===== src/rtl/demux_l2_4f.sv =====
`default_nettype none
// ============================================================================
//  Module      : demux_l2_4f
//  Description : Single-clock 1:4 lane demultiplexer. Splits the serialized
//                word stream from the two-level 4:1 mux stage back into four
//                lanes. Completed frames go into a 2-entry frame buffer with
//                a valid/ready handshake toward the consumer.
//  Ports       : clk_4f       - clock, one serialized word per rising edge
//                reset        - synchronous active-high reset
//                data_in      - serialized word, [DATA_W] valid, [DATA_W-1:0] payload
//                frame_ready  - consumer accepts the head frame
//                data0..data3 - head frame lane words (zero when empty)
//                frame_valid  - frame buffer not empty
//                lane         - current lane counter
//                overflow     - sticky, a frame was dropped on a full buffer
//                frame_count  - accepted frames, modulo 256
//  Revision    : 1.0 - initial release
// ============================================================================
module demux_l2_4f #(
    parameter int DATA_W     = 8,
    parameter int LANE_START = 0
) (
    input  logic              clk_4f,
    input  logic              reset,
    input  logic [DATA_W:0]   data_in,
    input  logic              frame_ready,
    output logic [DATA_W:0]   data0,
    output logic [DATA_W:0]   data1,
    output logic [DATA_W:0]   data2,
    output logic [DATA_W:0]   data3,
    output logic              frame_valid,
    output logic [1:0]        lane,
    output logic              overflow,
    output logic [7:0]        frame_count
);

    localparam int         c_WORD_W     = DATA_W + 1;
    localparam int         c_FRAME_W    = 4 * c_WORD_W;
    localparam logic [1:0] c_LANE_START = 2'(LANE_START);

    // State
    logic [1:0]                      r_lane_q;
    logic [2:0][c_WORD_W-1:0]        r_asm_q;
    logic [1:0][c_FRAME_W-1:0]       r_mem_q;
    logic                            r_wptr_q;
    logic                            r_rptr_q;
    logic [1:0]                      r_occ_q;
    logic                            r_overflow_q;
    logic [7:0]                      r_frame_count_q;

    // Next state
    logic [1:0]                      w_lane_d;
    logic [2:0][c_WORD_W-1:0]        w_asm_d;
    logic [1:0][c_FRAME_W-1:0]       w_mem_d;
    logic                            w_wptr_d;
    logic                            w_rptr_d;
    logic [1:0]                      w_occ_d;
    logic                            w_overflow_d;
    logic [7:0]                      w_frame_count_d;

    // Datapath helpers
    logic [c_FRAME_W-1:0]            w_frame;
    logic                            w_any_valid;
    logic                            w_push_req;
    logic                            w_push;
    logic                            w_pop;
    logic [c_FRAME_W-1:0]            w_head;

    always_comb begin
        w_lane_d        = r_lane_q + 2'd1;
        w_asm_d         = r_asm_q;
        w_mem_d         = r_mem_q;
        w_wptr_d        = r_wptr_q;
        w_rptr_d        = r_rptr_q;
        w_occ_d         = r_occ_q;
        w_overflow_d    = r_overflow_q;
        w_frame_count_d = r_frame_count_q;

        // Lane 0 word sits in the most significant slot of the frame.
        w_frame     = {r_asm_q[0], r_asm_q[1], r_asm_q[2], data_in};
        w_any_valid = r_asm_q[0][DATA_W] | r_asm_q[1][DATA_W] |
                      r_asm_q[2][DATA_W] | data_in[DATA_W];

        w_pop      = (r_occ_q != 2'd0) && frame_ready;
        w_push_req = (r_lane_q == 2'd3) && w_any_valid;
        // A full buffer still accepts when the head leaves on the same edge.
        w_push     = w_push_req && ((r_occ_q != 2'd2) || w_pop);

        case (r_lane_q)
            2'd0:    w_asm_d[0] = data_in;
            2'd1:    w_asm_d[1] = data_in;
            2'd2:    w_asm_d[2] = data_in;
            default: ;
        endcase

        if (w_push) begin
            w_mem_d[r_wptr_q] = w_frame;
            w_wptr_d          = ~r_wptr_q;
            w_frame_count_d   = r_frame_count_q + 8'd1;
        end

        if (w_push_req && !w_push) begin
            w_overflow_d = 1'b1;
        end

        if (w_pop) begin
            w_rptr_d = ~r_rptr_q;
        end

        case ({w_push, w_pop})
            2'b10:   w_occ_d = r_occ_q + 2'd1;
            2'b01:   w_occ_d = r_occ_q - 2'd1;
            default: w_occ_d = r_occ_q;
        endcase
    end

    always_ff @(posedge clk_4f) begin
        if (reset) begin
            r_lane_q        <= c_LANE_START;
            r_asm_q         <= '0;
            r_mem_q         <= '0;
            r_wptr_q        <= 1'b0;
            r_rptr_q        <= 1'b0;
            r_occ_q         <= 2'd0;
            r_overflow_q    <= 1'b0;
            r_frame_count_q <= 8'd0;
        end else begin
            r_lane_q        <= w_lane_d;
            r_asm_q         <= w_asm_d;
            r_mem_q         <= w_mem_d;
            r_wptr_q        <= w_wptr_d;
            r_rptr_q        <= w_rptr_d;
            r_occ_q         <= w_occ_d;
            r_overflow_q    <= w_overflow_d;
            r_frame_count_q <= w_frame_count_d;
        end
    end

    // Head entry is read straight from storage; masked to zero when empty.
    assign frame_valid = (r_occ_q != 2'd0);
    assign w_head      = frame_valid ? r_mem_q[r_rptr_q] : '0;

    assign data0       = w_head[4*c_WORD_W-1 -: c_WORD_W];
    assign data1       = w_head[3*c_WORD_W-1 -: c_WORD_W];
    assign data2       = w_head[2*c_WORD_W-1 -: c_WORD_W];
    assign data3       = w_head[1*c_WORD_W-1 -: c_WORD_W];

    assign lane        = r_lane_q;
    assign overflow    = r_overflow_q;
    assign frame_count = r_frame_count_q;

endmodule
`default_nettype wire


===== config.mk =====
export PLATFORM = sky130hd
export DESIGN_NAME = demux_l2_4f
export DESIGN_NICKNAME = d
export VERILOG_FILES = /design/src/rtl/demux_l2_4f.sv
export SDC_FILE = /design/constraint.sdc
export NUM_CORES = 1
export LEC_CHECK = 0
export CORE_UTILIZATION = 35
export DETAILED_ROUTE_END_ITERATION = 16
export HOLD_SLACK_MARGIN = 0.08
export PLACE_DENSITY = 0.59
export SYNTH_ARGS = -nofsm -noshare
export SYNTH_HDL_FRONTEND = slang
export SYNTH_SLANG_ARGS = --single-unit

===== constraint.sdc =====
create_clock -name clk_4f -period 1.7 [get_ports clk_4f]
set_input_delay 0.17 -clock clk_4f [delete_from_list [all_inputs] [get_ports clk_4f]]
set_output_delay 0.17 -clock clk_4f [all_outputs]
set_load 0.02 [all_outputs]

==> results of run 1 <==
==> logic make-up after synthesis <==
logic type	count (synthesis)	synth area share, %
compound gates	55	8.50
buf+inv	55	4.73
mux	103	20.3
xor+xnor	1	0.172
simple gates	211	20.4
flops	114	44.7
fa+ha+maj	5	1.22
==> Yosys cell counts, types with 2 or more instances <==
cell | instances | share of area (%)
dfxtp_1 | 114 | 45
mux2i_1 | 99 | 19
nor2_1 | 71 | 5.2
nand2_1 | 41 | 3.0
nor4_1 | 40 | 4.9
a31o_2 | 36 | 6.2
nand2b_1 | 36 | 4.4
clkbuf_1 | 24 | 1.8
buf_2 | 16 | 1.6
a21oi_1 | 7 | 0.69
buf_1 | 7 | 0.51
nand3_1 | 6 | 0.59
o21ai_0 | 6 | 0.59
ha_1 | 5 | 1.2
inv_1 | 5 | 0.37
nor2b_1 | 5 | 0.61
mux2_2 | 4 | 0.88
buf_6 | 2 | 0.44
nand4_1 | 2 | 0.24
nor3b_1 | 2 | 0.29
o31ai_1 | 2 | 0.29
or3_1 | 2 | 0.24
or4_1 | 2 | 0.29
==> how the worst max path moves through the flow <==
| stage | from | to | slack (ns) | cells after the start |
|---|---|---|---|---|
| 3_5_place_dp | data_in[8] | r_occ_q[1]$_SDFFE_PP0P_ | -0.26 | 5 |
| 4_1_cts | r_rptr_q$_SDFFE_PP0P_ | data3[8] | -0.03 | 5 |
| 6_report | r_rptr_q$_SDFFE_PP0P_ | data3[8] | -0.02 | 5 |
| 3_3_place_gp | data_in[8] | r_occ_q[1]$_SDFFE_PP0P_ | -0.24 | 5 |
| 5_1_grt | r_rptr_q$_SDFFE_PP0P_ | data3[8] | -0.08 | 5 |
| 2_1_floorplan | lane[0]$_SDFF_PP0_ | r_mem_q[0]$_SDFFE_PP0P_ | 0.02 | 6 |
==> worst reg2reg max path, stage by stage, from the launching register on <==
cell     delay [ns]
dfxtp_4        0.37
ha_4           0.15
o41ai_4        0.09
or3_1          0.45
buf_12         0.21
a31o_2         0.26
==> timing repair <==
action                                  CTS  global route
pin swaps                                 1             4
buffers inserted                          9             2
cloned                                    3             1
resized for setup                       156            21
endpoints found under the setup margin   37            84
==> routing by layer <==
metal	vias to the layer above	GRT usage [%]	part of all wire [%]
met4	0	7.85	1.7
met5	-	0	0
li1	2091	-	-
met2	73	34.3	50
met1	2073	24.2	45
met3	16	4.46	2.9
==> placed cells by master (no fill, tap or decap), drive strengths merged, types with 2 or more instances in the layout <==
| cell | count |
|---|---|
| a31o | 36 |
| or3 | 2 |
| clkinv | 3 |
| o21ai | 6 |
| clkbuf | 23 |
| nor4 | 40 |
| nor3b | 2 |
| nand4 | 2 |
| mux2i | 99 |
| nand2 | 41 |
| nor2 | 71 |
| nand3 | 6 |
| mux2 | 4 |
| a21oi | 7 |
| dlymetal6s2s | 4 |
| clkdlybuf4s50 | 17 |
| nor2b | 5 |
| clkinvlp | 2 |
| ha | 5 |
| bufinv | 5 |
| nand2b | 36 |
| buf | 92 |
| inv | 6 |
| or4 | 2 |
| o31ai | 2 |
| dfxtp | 114 |
==> stage by stage <==
| step | hold WS, ns | setup TNS, ns |
|---|---|---|
| final | 0.131 | -0.0192 |
| after global routing | 0.138 | -0.331 |
| after CTS | 0.127 | -0.0891 |
| after detailed placement | 0.447 | -16.76 |
| after global placement | 0.443 | -16.22 |
| after floorplan | 0.317 | 0 |
==> report_power, final <==
part	leakage (uW)	internal, uW	total, uW	switching [uW]
clock	0.000315	2700	3900	1200
combinational	0.00143	236	523	287
sequential	0.000926	2740	2790	50.4
total	0.00267	5670	7210	1540
==> sequential cells by signal, indices dropped and copies added (netlist names) <==
signal	count
r_rptr_q	1
r_occ_q	2
frame_count	8
r_asm_q	27
lane	2
r_wptr_q	1
r_mem_q	72
overflow	1
==> cell type report <==
class                           count  share of cell area [%]
Clock buffer                       21                    6.78
Sequential cell                   114                    33.2
Timing Repair Buffer              116                    15.4
Tap cell                          180                    3.25
Multi-Input combinational cell    375                    38.5
Clock inverter                     10                    2.60
Inverter                            6                   0.325
==> impl_metrics.py, run 1 <==
metrics = {
    "clocking": {
        "tritoncts.num_buffers": 17,
        "tritoncts": "yes",
        "holdBufCountCts": 0,
        "clock-sinks": 114,
        "clock-root-buffer": "clkbuf_16",
        "cts_buffer_depth": 2,
        "clk_pin_slew_ns": 0.05,
        "clk_latency_ns": 0.41,
        "htreeDepth": 4,
    },
    "placement": {
        "post-place-ws_ns": -0.258,
        "placed_area_um2": 6160,
        "io_buffers": 59,
        "place_hpwl_um": 8940,
        "gp_congestion": 0.774,
        "dp.cells": 778,
    },
    "setup_path": {
        "cp.arrival_ns": 1.55,
        "crit_top_cell": "buf_12",
        "ff2ff_path_depth": 5,
        "end_kind": "output port",
        "r2r_end": "r_mem_q[11]$_SDFFE_PP0P_",
        "cp.required_ns": 1.53,
        "start_kind": "register",
        "cp_slowest_cell": "dfxtp_4",
        "path_cells": "buf_12, buf_12, mux2i_4, nor2_1, buf_2",
        "critical_path.top_delay_family": "flip-flops",
        "slowest_delay_ns": 0.44,
        "reg2reg_slack_ns": 0.06,
        "cp_num_buf_inv": 3,
        "critPathKind": "register to output port",
        "r2r_start": "lane[1]$_SDFF_PP0_",
        "worst-path-max-fanout": 7,
    },
    "timing": {
        "fin_crit_sh_pct": 101,
        "period_minus_slack_ns": 1.72,
        "fmax_ghz": 0.582,
        "worst_slew_pin_slew_ns": 0.434,
        "slew_violations": 0,
        "slew_headroom_pct": 71.1,
        "hold_viol_final": 0,
        "grt_setup_unrepaired": "yes",
        "finClkSkew_ns": 0.00707,
        "setup_ws_ns": -0.0192,
        "setup_violations": 1,
    },
    "finish": {
        "multiInputGateArea_um2": 2670,
        "fin_area_um2": 6940,
        "num_antenna_cells": 0,
        "drive_gt1_share_pct": 28.3,
        "nNetsFinal": 647,
        "post-route-util_pct": 49.4,
        "area.growth.synth_to_final_pct": 35.8,
        "seqCellArea_um2": 2300,
        "fillers": 1293,
        "final-instance-count-excl-fill": 822,
    },
    "synth": {
        "ys_ff_latch": 114,
        "synthFlopType": "dfxtp_1",
        "postSynthCellCount": 544,
        "synth-async-reset-ratio_pct": 0,
        "yosysWarningCount": 0,
        "synth_nets": 561,
        "seq_area_frac_synth_pct": 44.7,
        "synth_cell_types": 33,
        "synth_edf_count": 0,
        "syn_area_per_cell_um2": 9.39,
        "synth_area_um2": 5110,
    },
    "grt": {
        "grt_start_max_net_pins": 49,
        "grt_pass1_wl_um": 22800,
        "antenna_found_initial": 0,
        "overflow": 0,
        "grt_usage_pct": 20.0,
        "grt_pass1_vias": 4387,
    },
    "power": {
        "ir_drop_mv": 0.586,
        "p_per_area_nw_per_um2": 1040,
        "finalPower_uw": 7210,
        "leakagePower_uw": 0.00267,
    },
    "outcome": {
        "violations": "negative setup slack",
        "status": "complete, but fails checks",
    },
    "hold_path": {
        "whs_path_depth": 2,
        "hold_path_end": "overflow$_SDFFE_PP0P_",
        "hold_path.class": "input pin to register",
        "min_from": "reset",
    },
    "routing": {
        "via_per_inst": 5.17,
        "drt-pass1-iter-count": 4,
        "first_iter_violations": 295,
        "wl_per_cell_um": 17.1,
        "routed_wl_um": 14100,
        "drc": 0,
        "ant_nets": 0,
        "vias": 4253,
    },
    "floorplan": {
        "die_w_um": 123,
        "fp.coreArea_um2": 14000,
        "boundaryPins": 60,
        "rows": 43,
        "die_h_um": 123,
        "die-area_um2": 15100,
        "start_util_pct": 36.4,
    },
    "job": {
        "maxCapViolCount": 0,
    },
}
Note: power is estimated with default switching activity, not from simulation.
==> inputs of run 2 (changes only) <==
--- a/config.mk
+++ b/config.mk
@@ -5,6 +5,7 @@
 export SDC_FILE = /design/constraint.sdc
 export NUM_CORES = 1
 export LEC_CHECK = 0
+export CAP_MARGIN = 20
 export CORE_UTILIZATION = 35
 export DETAILED_ROUTE_END_ITERATION = 16
 export HOLD_SLACK_MARGIN = 0.08
==> results of run 2 <==
Final layout, timing and power as in run 1 (identical DEF).
